--- config.mk ---
export PLATFORM = sky130hd
export DESIGN_NAME = adc_frame_deserializer_flat
export DESIGN_NICKNAME = d
export VERILOG_FILES = /design/src/rtl/adc_frame_deserializer_if.sv /design/src/rtl/adc_frame_deserializer.sv /design/src/flat_wrapper.sv
export SDC_FILE = /design/constraint.sdc
export NUM_CORES = 1
export LEC_CHECK = 0
export ABC_CLOCK_PERIOD_IN_PS = 3700
export CORE_MARGIN = 2
export CORE_UTILIZATION = 50
export CTS_CLUSTER_SIZE = 12
export DETAILED_ROUTE_END_ITERATION = 10
export PLACE_DENSITY_LB_ADDON = 0.08
export SLEW_MARGIN = 20
export SYNTH_ARGS = -nofsm -noshare
export SYNTH_HDL_FRONTEND = slang
export SYNTH_SLANG_ARGS = --single-unit
--- constraint.sdc ---
create_clock -name data_clk -period 3.7 [get_ports data_clk]
set_clock_uncertainty 0.05 [all_clocks]
set_input_delay 0.74 -clock data_clk [delete_from_list [all_inputs] [get_ports data_clk]]
set_output_delay 0.74 -clock data_clk [all_outputs]
set_load 0.05 [all_outputs]
--- src/rtl/adc_frame_deserializer_if.sv ---
`default_nettype none
// ============================================================================
//  Module      : adc_frame_deserializer_if
//  Description : Bundle of the serial-ADC deserializer data path signals.
//                The ADC side (testbench or upstream wrapper) uses the
//                master modport. It drives serial data, frame and enable,
//                and observes the parallel word outputs. The deserializer
//                core uses the slave modport.
//  Ports       : data_in     - serial bits, one per channel
//                frame_in    - ADC frame marker, rising edge = word start
//                enable      - 0 holds the core idle
//                deser_out   - parallel words, channel i at [i*BITS +: BITS]
//                deser_valid - one-cycle strobe, deser_out just updated
//                locked      - frame alignment established
//                frame_err   - one-cycle pulse on a framing error while locked
//                err_count   - saturating count of locked-state errors
//  Revision    : 1.0 - initial release
// ============================================================================
interface adc_frame_deserializer_if #(
    parameter int NUM_CH = 4,
    parameter int BITS   = 10
);
    logic [NUM_CH-1:0]      data_in;
    logic                   frame_in;
    logic                   enable;
    logic [NUM_CH*BITS-1:0] deser_out;
    logic                   deser_valid;
    logic                   locked;
    logic                   frame_err;
    logic [7:0]             err_count;

    modport master (
        output data_in,
        output frame_in,
        output enable,
        input  deser_out,
        input  deser_valid,
        input  locked,
        input  frame_err,
        input  err_count
    );

    modport slave (
        input  data_in,
        input  frame_in,
        input  enable,
        output deser_out,
        output deser_valid,
        output locked,
        output frame_err,
        output err_count
    );
endinterface
`default_nettype wire

--- src/rtl/adc_frame_deserializer.sv ---
`default_nettype none
// ============================================================================
//  Module      : adc_frame_deserializer
//  Description : Multi-channel serial ADC deserializer with frame alignment.
//                Every channel shifts one bit per data_clk rising edge. The
//                ADC frame signal is edge-detected and tracked by a
//                HUNT / ALIGN / LOCKED state machine. Once LOCK_FRAMES
//                consecutive frame edges arrive exactly BITS cycles apart,
//                complete words of all channels are presented on deser_out
//                together with a one-cycle deser_valid strobe.
//  Ports       : data_clk - sole clock, one serial bit per channel per edge
//                reset    - asynchronous, active-high
//                bus      - adc_frame_deserializer_if.slave (data_in,
//                           frame_in, enable, deser_out, deser_valid, locked,
//                           frame_err, err_count)
//  Revision    : 1.0 - initial release
// ============================================================================
module adc_frame_deserializer #(
    parameter int NUM_CH      = 4,   // 1..16
    parameter int BITS        = 10,  // 4..16
    parameter int LOCK_FRAMES = 4,   // 1..15
    parameter int MSB_FIRST   = 1    // 1: first serial bit is the word MSB
) (
    input  wire                     data_clk,
    input  wire                     reset,
    adc_frame_deserializer_if.slave bus
);

    localparam int                c_CNT_W = $clog2(BITS);
    localparam logic [c_CNT_W-1:0] c_LAST = c_CNT_W'(BITS - 1);
    localparam logic [3:0]        c_LOCK  = 4'(LOCK_FRAMES);

    typedef enum logic [1:0] {
        ST_HUNT   = 2'd0,
        ST_ALIGN  = 2'd1,
        ST_LOCKED = 2'd2
    } state_t;

    // ------------------------------------------------------------------
    // Control state
    // ------------------------------------------------------------------
    state_t               state_q, state_d;
    logic [c_CNT_W-1:0]   cnt_q, cnt_d;   // index of the bit sampled this cycle
    logic [3:0]           good_q, good_d; // consecutive on-time edges in ALIGN
    logic                 frame_q;

    // Output registers
    logic [NUM_CH*BITS-1:0] deser_q;
    logic                   valid_q;
    logic                   err_q;
    logic                   locked_q;
    logic [7:0]             errcnt_q;

    // Combinational helpers
    logic                   w_edge;
    logic                   w_expected;
    logic [c_CNT_W-1:0]     w_cnt_inc;
    logic                   w_load;
    logic                   w_err;
    logic [NUM_CH*BITS-1:0] w_word;     // every channel's register after this shift

    assign w_edge     = bus.frame_in & ~frame_q;
    // The previous cycle carried the last bit of a word, so a new word must
    // start now: this is the only cycle on which a frame edge is legal.
    assign w_expected = (cnt_q == c_LAST);
    assign w_cnt_inc  = w_expected ? '0 : cnt_q + c_CNT_W'(1);

    // ------------------------------------------------------------------
    // Per-channel shift registers
    // ------------------------------------------------------------------
    for (genvar c = 0; c < NUM_CH; c++) begin : g_ch
        logic [BITS-1:0] sr_q;
        logic [BITS-1:0] sr_d;

        if (MSB_FIRST != 0) begin : g_msb
            // Oldest bit walks up to the MSB after BITS shifts.
            assign sr_d = {sr_q[BITS-2:0], bus.data_in[c]};
        end else begin : g_lsb
            // Oldest bit walks down to bit 0 after BITS shifts.
            assign sr_d = {bus.data_in[c], sr_q[BITS-1:1]};
        end

        always_ff @(posedge data_clk or posedge reset) begin
            if (reset) begin
                sr_q <= '0;
            end else if (bus.enable) begin
                sr_q <= sr_d;
            end
        end

        // The word is taken from the next-state value so that the bit
        // sampled on the loading edge is already part of it.
        assign w_word[c*BITS +: BITS] = sr_d;
    end

    // ------------------------------------------------------------------
    // Frame tracking state machine: next state
    // ------------------------------------------------------------------
    always_comb begin
        state_d = state_q;
        cnt_d   = w_cnt_inc;
        good_d  = good_q;
        w_load  = 1'b0;
        w_err   = 1'b0;

        if (!bus.enable) begin
            state_d = ST_HUNT;
            good_d  = '0;
            cnt_d   = cnt_q;
        end else begin
            case (state_q)
                ST_HUNT: begin
                    if (w_edge) begin
                        state_d = ST_ALIGN;
                        cnt_d   = '0;
                        good_d  = '0;
                    end
                end

                ST_ALIGN: begin
                    if (w_edge && w_expected) begin
                        cnt_d  = '0;
                        good_d = good_q + 4'd1;
                        if ((good_q + 4'd1) == c_LOCK) begin
                            state_d = ST_LOCKED;
                        end
                    end else if (w_edge) begin
                        // Early edge: treat it as the start of a new word.
                        cnt_d  = '0;
                        good_d = '0;
                    end else if (w_expected) begin
                        state_d = ST_HUNT;
                        good_d  = '0;
                    end
                end

                ST_LOCKED: begin
                    if (w_edge && w_expected) begin
                        cnt_d = '0;
                    end else if (w_edge) begin
                        // Truncated word is dropped; realign on this edge.
                        state_d = ST_ALIGN;
                        cnt_d   = '0;
                        good_d  = '0;
                        w_err   = 1'b1;
                    end else if (w_expected) begin
                        state_d = ST_HUNT;
                        good_d  = '0;
                        w_err   = 1'b1;
                    end else begin
                        // Last bit of the word sampled on this edge.
                        w_load = (cnt_d == c_LAST);
                    end
                end

                default: begin
                    state_d = ST_HUNT;
                    cnt_d   = '0;
                    good_d  = '0;
                end
            endcase
        end
    end

    // ------------------------------------------------------------------
    // Frame tracking state machine: registers
    // ------------------------------------------------------------------
    always_ff @(posedge data_clk or posedge reset) begin
        if (reset) begin
            state_q <= ST_HUNT;
            cnt_q   <= '0;
            good_q  <= '0;
            // Reset high so a frame already high at release is not an edge.
            frame_q <= 1'b1;
        end else begin
            state_q <= state_d;
            cnt_q   <= cnt_d;
            good_q  <= good_d;
            frame_q <= bus.frame_in;
        end
    end

    // ------------------------------------------------------------------
    // Output registers
    // ------------------------------------------------------------------
    always_ff @(posedge data_clk or posedge reset) begin
        if (reset) begin
            deser_q  <= '0;
            valid_q  <= 1'b0;
            err_q    <= 1'b0;
            locked_q <= 1'b0;
            errcnt_q <= '0;
        end else begin
            valid_q  <= w_load;
            err_q    <= w_err;
            locked_q <= (state_d == ST_LOCKED);
            if (w_load) begin
                deser_q <= w_word;
            end
            if (w_err && (errcnt_q != 8'hFF)) begin
                errcnt_q <= errcnt_q + 8'd1;
            end
        end
    end

    assign bus.deser_out   = deser_q;
    assign bus.deser_valid = valid_q;
    assign bus.frame_err   = err_q;
    assign bus.locked      = locked_q;
    assign bus.err_count   = errcnt_q;

endmodule
`default_nettype wire

--- src/flat_wrapper.sv ---
// flat-port wrapper written by rule: the top's interface ports become plain ports
module adc_frame_deserializer_flat 
#(
    parameter int NUM_CH      = 4,           
    parameter int BITS        = 10,          
    parameter int LOCK_FRAMES = 4,           
    parameter int MSB_FIRST   = 1                                          
)
  (data_clk, reset, bus_data_in, bus_frame_in, bus_enable, bus_deser_out, bus_deser_valid, bus_locked, bus_frame_err, bus_err_count);
  adc_frame_deserializer_if #(.NUM_CH(NUM_CH), .BITS(BITS)) bus_i ();
  input  wire data_clk;
  input  wire reset;
  input wire logic [$bits(bus_i.data_in)-1:0] bus_data_in;
  input wire logic [$bits(bus_i.frame_in)-1:0] bus_frame_in;
  input wire logic [$bits(bus_i.enable)-1:0] bus_enable;
  output wire logic [$bits(bus_i.deser_out)-1:0] bus_deser_out;
  output wire logic [$bits(bus_i.deser_valid)-1:0] bus_deser_valid;
  output wire logic [$bits(bus_i.locked)-1:0] bus_locked;
  output wire logic [$bits(bus_i.frame_err)-1:0] bus_frame_err;
  output wire logic [$bits(bus_i.err_count)-1:0] bus_err_count;
  assign bus_i.data_in = bus_data_in;
  assign bus_i.frame_in = bus_frame_in;
  assign bus_i.enable = bus_enable;
  assign bus_deser_out = bus_i.deser_out;
  assign bus_deser_valid = bus_i.deser_valid;
  assign bus_locked = bus_i.locked;
  assign bus_frame_err = bus_i.frame_err;
  assign bus_err_count = bus_i.err_count;
  adc_frame_deserializer #(.NUM_CH(NUM_CH), .BITS(BITS), .LOCK_FRAMES(LOCK_FRAMES), .MSB_FIRST(MSB_FIRST)) u_core (.data_clk(data_clk), .reset(reset), .bus(bus_i));
endmodule
# == Yosys cells after proc, flatten, opt, wreduce, memory -nomap -nowiden ==
# Index checks and enable logic that the tools add are counted.
# classes
n_addsub,3
mul,0
div_mod_pow,0
n_lt_le_gt_ge,0
n_eq_ne,9
n_shift,0
mux,30
bitwise,2
n_reduce_logical,5
# op_table
cell,count
$mux 4,9
$mux 2,8
$pmux 4 s3,1
$mux 1,10
$add 4x1->4 const B,2
$add 8x1->8 const B,1
$eq 4x4->1 const B,2
$ne 8x8->1 const B,1
$pmux 4 s2,1
$pmux 2 s3,1
$eq 2x2->1 const B,2
$eq 4x3->1 const B,1
$ne 3x2->1 const B,1
$ne 3x3->1 const B,1
$eq 2x1->1 const B,1
$logic_and 1x1->1,2
$logic_not 2->1,1
$reduce_and 2->1,1
$reduce_or 2->1,1
$and 1x1->1,1
$not 1->1,1
# totals
reg_bits,98
latchBits,0
ramBits,0
rom_bits,0
elab_cells,62
memories,0

# == Depth between registers and ports, before layout ==
# logic_depth
ltp_word,8
ltp_mapped,8

# == Worst setup path before layout ==
# No wires, ideal clock.
# synth_path
path_kind,input-to-reg
from,input bus_frame_in
to,register u_core.good_q[2]
arrival_time_ps,2300
slack_ps,1283
path_stages,7
cell_sequence,nand2b_1 > inv_1 > ha_1 > buf_2 > a221oi_1 > and3b_1 > a221o_1
# synth_via
elab_chain_len,5
elab_cells_between_ends,10
# synth_rtl
item,line_no,rtl
"start, declared",flat_wrapper.sv:14,input wire logic [$bits(bus_i.frame_in)-1:0] bus_frame_in;
$and 1x1->1 (*),adc_frame_deserializer.sv:62,assign w_edge = bus.frame_in & ~frame_q;
$mux 4 / $logic_and 1x1->1 (equally long branches),"adc_frame_deserializer.sv:140, adc_frame_deserializer.sv:121, adc_frame_deserializer.sv:138",
"$mux 4, on equally long branches","adc_frame_deserializer.sv:138, adc_frame_deserializer.sv:121",
$pmux 4 s3,adc_frame_deserializer.sv:111,case (state_q)
$mux 4,adc_frame_deserializer.sv:106,if (!bus.enable) begin
"end signal, assigned",adc_frame_deserializer.sv:178,good_q <= good_d;
"end, declared",adc_frame_deserializer.sv:44,"logic [3:0] good_q, good_d;"
# Every way passes the cells marked *; elsewhere a longest branch is shown, timed or not. The select of a mux whose other input is x is not followed.
# A chain may end at the register's enable or synchronous reset.

# == Final worst setup path ==
# Same ends and word-level chain as after synthesis.

==> results.tsv <==
stage	metric	value	unit
die	Die ar.	8910	um2
grt	GRT Total Usage	16.9	%
power	sequential power share	58.1	%
route	vias after detailed routing	2399	
synth	#FFs+latches synth	98	
status	status	completed	
power	Final Power	2.24	mW
timing	Final Hold Fails	0	
synth	largest family of logic cells by synthesized area	multiplexers	
cts	Clock Tree Buf Depth	2	
min_path	hold depth	1	
timing	Period minus WS final	3010	ps
synth	most repeated cell in the gate-level netlist after synthesis	dfrtp_1	
die	Ports	59	
worst_setup_path	CP Capture Type	flip-flop	
synth	asr flop ratio synth	100	%
synth	synthesized-area fraction occupied by adder cells	2.14	%
cts	H-tree lvl count	3	
worst_setup_path	R2R Setup Slk	1110	ps
grt	first-pass GRT wire length	11600	um
route	Post-route DRC	0	
timing	# setup viols final	0	
finish	final net count	358	
die	Starting Density	52.3	%
finish	FF/Latch Area	2450	um2
cts	hold_buf cts	0	
timing	period utilization	81.4	%
synth	syn_nets	297	
power	internal power	1.66	mW
die	Chip Height	94.4	um
cts	post-CTS sizing	0	
synth	post-synthesis simple-gate area fraction	6.86	%
finish	P&R area growth vs syn	21.5	%
synth	xor and xnor fraction of the mapped netlist area	1.07	%
finish	layout cells sized above 1	29.0	%
cts	TritonCTS clock tree	built	
placed_design	Final GP Congestion	0.777	
cts	post-CTS setup buffers	0	
worst_setup_path	Required @ worst endpoint	3950	ps
worst_setup_path	Worst setup SP type	primary input	
synth	mux cell area share after synthesis	21.8	%
finish	footprint of the multi-input gates	1510	um2
min_path	HP Class	reg -> reg	
synth	distinct cell type count after synthesis	47	
timing	RSZ-0062 raised after global routing	no	
power	Max VDD drop	226	uV
grt	number of global-route vias before repair	2369	
synth	cells after synthesis	282	
route	Vias/cell	5.33	
synth	Top FF cell, synth	dfrtp_1	
min_path	WHS Endpoint	u_core.g_ch[2].sr_q[8]$_DFFE_PP0P_	
grt	initial antenna violation count	0	
min_path	HP Start	u_core.g_ch[2].sr_q[8]$_DFFE_PP0P_	
synth	Syn Area/Cell	14.5	um2
route	Routed WL	6780	um
cts	clock root buffer	clkbuf_8	
synth	Seq/Total Area, Yosys	60.1	%
synth	Commonest cells post-synth	dfrtp_1 (97), mux2_2 (77), inv_1 (12)	
grt	largest net degree at the start of global routing	62	
power	Static Leakage	2.26	nW
grt	Congestion Overflow GR	0	
die	# rows	32	
timing	Worst-Margin Slew	696	ps
synth	Post-synth EDFFs	0	
route	1st-iter DRT viols	65	
worst_setup_path	reg2reg path depth	7	
route	Post-DRT Antenna Nets	0	
synth	area of the mapped netlist	4090	um2
route	post-DR wirelength/cell	15.1	um
cts	Clock Latency Late Sink	350	ps
cts	clock-pin slew on the worst setup and hold paths	100	ps
timing	fmax	0.332	GHz
power	Clk pwr share	31.1	%
timing	Slew HR	53.6	%
route	total iterations of the first detailed-routing run	4	
cts	CTS buffer count	9	
synth	Synth Area in Compound Gates	5.15	%
finish	Fill cells	631	
power	combinational share of power	10.7	%
worst_setup_path	RR Endpoint	u_core.good_q[2]$_DFFE_PP0P_	
synth	post-synth top area cell	dfrtp_1	
placed_design	IO buf count	58	
die	Die X	94.4	um
die	Core Area	7810	um2
worst_setup_path	CP Data Arrival Time	3260	ps
finish	n_diodes	0	
timing	final slew viol count	0	
synth	area share of the largest cell type after synthesis	59.4	%
timing	setup TNS	0	ps
power	switching part of the total power	25.6	%
power	Power per Cell Area	451	nW/um2
flow_run	Max-cap violations	0	
worst_setup_path	largest fanout on the critical path	14	
worst_setup_path	Crit Path Class	in -> reg	
power	Switch Pwr	573	uW
cts	Clock Sinks	98	
worst_setup_path	worst r2r src	u_core.cnt_q[2]$_DFFE_PP0P_	
synth	Yosys Warn Count	0	
placed_design	post-DP HPWL	4390	um
synth	Area contributors post-synth	dfrtp_1 (59%), mux2_2 (21%), ha_1 (2.1%)	
## registers in the layout (all words and copies together) (netlist names)
name	cells
u_core.bus.deser_out	40
u_core.bus.deser_valid	1
u_core.bus.err_count	8
u_core.bus.frame_err	1
u_core.bus.locked	1
u_core.cnt_q	4
u_core.frame_q	1
u_core.g_ch.sr_q	36
u_core.good_q	4
u_core.state_q	2
## cell families (layout without fill, tap and decap cells)
family | Yosys count | count (layout)
AOI/OAI and AO/OA | 28 | 28
xor gates and xnor gates | 5 | 5
adders and majority gates | 7 | 7
DFF | 98 | 98
buffers and inverters | 23 | 89
and+or+nand+nor | 42 | 42
muxes | 79 | 79
## routing by layer
layer  wire length [um]  part of all wire, %  track usage (%)
met5                  0                    0                0
met4                138                  2.0             8.09
met1               3290                   48             23.8
met3                336                  5.0             4.15
met2               3020                   45             24.6
## worst max-delay path: stages
cell             delay (ps)
clkdlybuf4s50_1         480
nand2b_1                160
inv_1                   260
ha_1                    520
nand4_1                 140
a221oi_1                600
and3b_1                 260
a221o_1                 100
## worst max path at each step
stage | from | to | slack, ps
2_1_floorplan | reset | u_core.bus.deser_out[0]$_DFFE_PP0P_ | 350
3_3_place_gp | bus_frame_in | u_core.good_q[2]$_DFFE_PP0P_ | 490
3_5_place_dp | bus_frame_in | u_core.good_q[2]$_DFFE_PP0P_ | 370
4_1_cts | bus_frame_in | u_core.good_q[2]$_DFFE_PP0P_ | 760
5_1_grt | bus_frame_in | u_core.good_q[2]$_DFFE_PP0P_ | 500
6_report | bus_frame_in | u_core.good_q[2]$_DFFE_PP0P_ | 690
## metrics by stage
| stage | util, % | worst slack [ps] | cell area [um2] | hold WS [ps] | instances |
|---|---|---|---|---|---|
| floorplan | - | 350 | 4090 | 425 | 282 |
| global placement | 61.0 | 487 | 4760 | 424 | 434 |
| detailed placement | 61.0 | 365 | 4760 | 444 | 434 |
| CTS | 63.6 | 756 | 4960 | 466 | 450 |
| global route | 63.6 | 496 | 4960 | 482 | 450 |
| finish | 63.6 | 687 | 4960 | 461 | 450 |
## power by group through the flow
stage / Sequential, mW / Combinational (mW) / Clock, mW
floorplan: 1.29 / 0.204 / 0
global placement: 1.32 / 0.238 / 0
detailed placement: 1.32 / 0.244 / 0
CTS: 1.30 / 0.245 / 0.725
global route: 1.33 / 0.269 / 0.765
finish: 1.30 / 0.240 / 0.697
## layout make-up
| type | count | area share (%) |
|---|---|---|
| well taps | 102 | 2.57 |
| flip-flops and latches | 98 | 49.4 |
| multi-input cells | 161 | 30.4 |
| inverters | 12 | 0.958 |
| repair buffers | 61 | 12.6 |
| clock inverters | 6 | 1.49 |
| clock buffers | 10 | 2.57 |
## cells in the final DEF (no fill, tap or decap), types with 3 or more instances in the layout
cell and n:
o21ai_0 5, nor2_1 5, clkbuf_8 9, nand4_1 4, nand2_1 3, and3_1 4, nand2b_1 3, dfrtp_1 97
nand3_1 5, xnor2_1 3, mux2_2 77, ha_1 7, clkdlybuf4s50_1 57, nor2b_1 6, inv_1 11
Power figures use the tool's default switching activity.
